`config.mk`:
```
export PLATFORM = sky130hd
export DESIGN_NAME = inst_buffer
export DESIGN_NICKNAME = d
export VERILOG_FILES = /design/src/rtl/inst_buffer.sv
export SDC_FILE = /design/constraint.sdc
export NUM_CORES = 2
export LEC_CHECK = 0
export CAP_MARGIN = 40
export CORE_ASPECT_RATIO = 1.5
export CORE_MARGIN = 3
export CORE_UTILIZATION = 30
export DETAILED_ROUTE_END_ITERATION = 16
export PLACE_DENSITY = 0.48
export SETUP_SLACK_MARGIN = 0.1
export SLEW_MARGIN = 20
export SYNTH_ARGS = -nofsm -noshare
export SYNTH_HDL_FRONTEND = slang
export SYNTH_SLANG_ARGS = --single-unit
```
`constraint.sdc`:
```
create_clock -name clock -period 44.5 [get_ports clock]
set_input_delay 8.9 -clock clock [delete_from_list [all_inputs] [get_ports clock]]
set_output_delay 8.9 -clock clock [all_outputs]
set_load 0.005 [all_outputs]
```
`src/rtl/inst_buffer.sv`:
```
// Instruction buffer between fetch and decode: a circular queue that accepts up
// to N compacted fetch packets per cycle and presents the oldest N to decode.

`ifndef N
`define N 2
`endif

`ifndef NOP
`define NOP 32'h00000013
`endif

package inst_buffer_pkg;
  typedef struct packed {
    logic        valid;
    logic [31:0] inst;
    logic [31:0] NPC;
    logic [31:0] PC;
    logic        predict_taken;
    logic [31:0] predict_target;
  } IF_ID_PACKET;
endpackage

module inst_buffer
  import inst_buffer_pkg::*;
#(
  parameter int N     = `N,
  parameter int DEPTH = 16
) (
  input  logic                           clock,
  input  logic                           reset,
  input  logic                           squash,
  input  IF_ID_PACKET [N-1:0]            if_id_packet,
  input  logic [$clog2(N+1)-1:0]         dispatch_num,
  output logic                           fetch_stall,
  output IF_ID_PACKET [N-1:0]            ib_out_packet,
  output logic [$clog2(DEPTH+1)-1:0]     avail_count
);

  localparam int PW = $clog2(DEPTH);
  localparam int CW = $clog2(DEPTH + 1);

  if (DEPTH < 2 * N || (DEPTH & (DEPTH - 1)) != 0) begin : g_bad_depth
    $error("inst_buffer: DEPTH must be a power of two and at least 2*N");
  end

  logic [PW-1:0] head;
  logic [PW-1:0] tail;
  logic [CW-1:0] count;
  IF_ID_PACKET   mem [DEPTH];

  logic          enq_en;
  logic [CW-1:0] enq_cnt;
  logic [CW-1:0] deq_cnt;
  logic [PW-1:0] slot_off [N];

  // Stall uses only the registered occupancy so fetch never sees a path from decode.
  assign fetch_stall = (CW'(DEPTH) - count) < CW'(N);
  assign enq_en      = !fetch_stall && !squash;
  assign avail_count = count;

  // Each valid slot lands at tail plus the number of valid slots below it.
  always_comb begin
    enq_cnt = '0;
    for (int i = 0; i < N; i++) begin
      slot_off[i] = enq_cnt[PW-1:0];
      if (enq_en && if_id_packet[i].valid) begin
        enq_cnt = enq_cnt + CW'(1);
      end
    end
  end

  always_comb begin
    deq_cnt = CW'(dispatch_num);
    if (deq_cnt > count) begin
      deq_cnt = count;
    end
    if (deq_cnt > CW'(N)) begin
      deq_cnt = CW'(N);
    end
  end

  always_ff @(posedge clock or posedge reset) begin
    if (reset) begin
      head  <= '0;
      tail  <= '0;
      count <= '0;
    end else if (squash) begin
      head  <= '0;
      tail  <= '0;
      count <= '0;
    end else begin
      head  <= head + deq_cnt[PW-1:0];
      tail  <= tail + enq_cnt[PW-1:0];
      count <= count + enq_cnt - deq_cnt;
    end
  end

  // Storage is never cleared; entries outside head..head+count are simply ignored.
  always_ff @(posedge clock) begin
    if (enq_en) begin
      for (int i = 0; i < N; i++) begin
        if (if_id_packet[i].valid) begin
          mem[tail + slot_off[i]] <= if_id_packet[i];
        end
      end
    end
  end

  always_comb begin
    for (int i = 0; i < N; i++) begin
      if (CW'(i) < count) begin
        ib_out_packet[i]       = mem[head + PW'(i)];
        ib_out_packet[i].valid = 1'b1;
      end else begin
        ib_out_packet[i]      = '0;
        ib_out_packet[i].inst = `NOP;
      end
    end
  end

endmodule
```
==> summary.md <==
| Metric | Value |
|---|---|
| Max VDD drop | `0.0671 mV` |
| YS warnings | `0` |
| Cell Area, Placed | `135,000 µm²` |
| Setup TNS | `0 ns` |
| ANT nets after route | `0` |
| Die X-Extent | `529 µm` |
| Std cell rows | `287` |
| Number of global-route vias before repair | `77,400` |
| Worst EP required | `35.60 ns` |
| Synth Flop Type | `edfxtp_1` |
| #FFs+latches synth | `2,077` |
| Clock H-tree levels | `4` |
| Fillers | `38,300` |
| Synth cell types | `48` |
| EDFF count, synth | `2,064` |
| Ports | `531` |
| Post-synthesis sequential area ratio | `50.7%` |
| Hold Buf Count CTS | `0` |
| Grt ovf | `0` |
| Clock skew | `0.0832 ns` |
| HPWL after DPL | `276,000 µm` |
| Vias per cell | `5.84` |
| Worst Tran Pin Value | `1.16 ns` |
| Layout Nets | `7,432` |
| Clk_lat worst skew | `0.96 ns` |
| Worst Hold Class | `reg2reg` |
| Leakage power | `0.0463 µW` |
| Area grow syn2layout | `15.7%` |
| Share of post-route cells with drive strength above 1 | `51.1%` |
| Fin crit share | `35.6%` |
| Die H | `790 µm` |
| Fin crit period | `15.85 ns` |
| Clock-pin slew on the worst setup and hold paths | `0.07 ns` |
| DIE AREA | `417,000 µm²` |
| CTS resizes | `0` |
| Antenna violations before repair | `120` |
| Syn Area/Cell | `17.6 µm²` |
| Num CTS Buffers | `232` |
| Initial Utilization | `30.1%` |
| Routed len/inst | `37.7 µm` |
| WHS | `0.843 ns` |
| Drc violations | `0` |
| Fin. Hold Viols | `0` |
| TritonCTS clock tree | `yes` |
| CP max FO | `110` |
| Max Slew Vio Count | `0` |
| Total power draw | `8190 µW` |
| WP data arrival | `6.95 ns` |
| FMAX | `0.0631 GHz` |
| Clock tree buffer depth | `4` |
| CTS sink cnt | `2,077` |
| Global-route usage over all layers | `22.4%` |
| Crit end category | `output port` |
| WL final | `479,000 µm` |
| Slew HR | `22.8%` |
| Pwr/cell area | `57.6 nW/µm²` |
| Setup Crit Path Kind | `reg2out` |
| Port-buffer cells | `530` |
| Pre-antenna DRT Iters | `6` |
| Via count | `74,300` |
| Outcome | `completed` |
| RSZ-0062 raised after global routing | `no` |
| Total of max-cap violations | `0` |
| Core area | `408,000 µm²` |
| Routability cong. | `0.762` |
| CTS root buffer | `clkbuf_16` |
| Cell Area, Synth | `123,000 µm²` |
| First-pass GRT wire length | `660,000 µm` |
| # setup viols final | `0` |
| Asr flop ratio synth | `0.626%` |
| Design area | `142,000 µm²` |
| Drt first-iter violations | `7,324` |
| Post-Syn Instances | `6,967` |
| Largest net degree at the start of global routing | `111` |
| CP Launch Type | `flop` |
| Reg area | `62,300 µm²` |
| Postcts setup bufs | `0` |
| Multi-input logic area | `56,600 µm²` |
## cell type report
class / count / share of cell area, %
Timing Repair Buffer: 806 / 6.38
Inverter: 20 / 0.0599
Clock buffer: 286 / 4.27
Sequential cell: 2077 / 43.8
Multi-Input combinational cell: 4007 / 39.8
Clock inverter: 133 / 0.818
Tap cell: 5346 / 4.71
Antenna cell: 43 / 0.0757
## per-layer routing
layer	track usage [%]	part of all wire (%)	vias to the layer above
met5	0	0.11	-
met4	6.45	2.7	78
met3	3.93	6.6	672
met2	37.8	50	3082
met1	29.5	41	41100
li1	-	-	29400
## flip-flops by register name, indices dropped and copies added, names as in the netlist
register     cells
head             4
tail             4
avail_count      5
mem           2064
## cells in the final DEF, fill, tap and decap left out, types with 5 or more instances in the layout
master and n:
clkbuf_16 235, buf_2 13, bufinv_16 18, clkbuf_1 51, clkinv_2 45, xor2_1 7
inv_1 18, mux4_2 1103, buf_4 155, nor2b_1 38, or3_4 11, buf_12 56
clkinvlp_4 6, o41ai_2 5, and2_1 96, clkdlybuf4s50_1 530, dfrtp_1 9, a211oi_1 107
mux2_4 594, mux2_1 58, ha_1 18, nand3_1 5, buf_16 50, nand2b_1 6
o31ai_4 8, clkinv_1 57, nor3_1 6, mux2i_1 58, edfxtp_1 2064, diode_2 43
mux2_2 1412, nand2_1 24, nor2_1 11, a22oi_1 258, a21oi_1 132, o21ai_0 5
## cell usage after synthesis (5+ instances only)
cell type  instances  area share [%]
dfrtp_1           13            0.26
edfxtp_1        2064              50
xor2_1             7           0.050
o41ai_1            5           0.036
nand2_1           24           0.073
buf_1             66            0.20
inv_1             19           0.058
buf_4             20            0.12
nor3_1             7           0.029
mux2_2          1412              13
or3_1             11           0.056
buf_6             89            0.82
nand2b_1           6           0.031
mux2i_1           62            0.51
mux2_4           594             7.3
ha_1              19            0.19
a211oi_1         110            0.67
and2_1            96            0.49
a22oi_1          258             1.6
o21ai_0            5           0.020
a21o_1             5           0.031
a21oi_1          132            0.54
mux4_2          1103              20
mux2_1            58            0.53
nor2_1            12           0.037
o31ai_1            9           0.055
nand3_1            5           0.020
clkbuf_1         506             1.5
buf_2            183            0.75
nor2b_1           38            0.19
## through the flow
step                setup slack (ns)  instances  util (%)
floorplan                      21.13       6968         -
global placement               28.99      12200      32.6
detailed placement             29.11      12200      33.0
CTS                            28.46      12700      34.8
global route                   28.15      12700      34.9
finish                         28.65      12700      34.9
## path summary, 6_finish.rpt
kind                                          start                       end  slack (ns)  cells after the start
max                               head[0]$_DFF_PP0_        ib_out_packet[104]       28.65                     10
min                        avail_count[4]$_DFF_PP0_  avail_count[4]$_DFF_PP0_        0.84                      3
max reg2reg                avail_count[0]$_DFF_PP0_      mem[8][80]$_DFFE_PP_       37.64                     17
min reg2reg                avail_count[4]$_DFF_PP0_  avail_count[4]$_DFF_PP0_        0.84                      3
max in group asynchronous                     reset         head[2]$_DFF_PP0_       35.53                      2
min in group asynchronous                     reset  avail_count[3]$_DFF_PP0_        8.38                      2
## cell families after synthesis
kind of cell | share of synthesized area [%]
muxes | 41.5
DFF | 50.7
xor gates and xnor gates | 0.0784
other | 0.00611
adders and majority gates | 0.259
and+or+nand+nor | 0.993
AOI/OAI and AO/OA | 3.01
buffers and inverters | 3.49
## worst max-delay path, stage by stage, from the launching register on
cell             delay, ns
dfrtp_4               0.74
buf_12                0.54
buf_12                0.60
buf_4                 0.71
buf_4                 0.55
buf_4                 0.49
buf_16                0.30
mux4_2                0.55
mux4_2                0.49
and2_1                0.17
clkdlybuf4s50_1       0.46
## power by group
| part | switching, µW | total (µW) | internal [µW] |
|---|---|---|---|
| Combinational | 2080 | 3930 | 1850 |
| Sequential | 63.4 | 2340 | 2280 |
| Clock | 850 | 1920 | 1070 |
| Total | 2990 | 8190 | 5190 |
No activity file was read; power rests on OpenSTA's default activity.
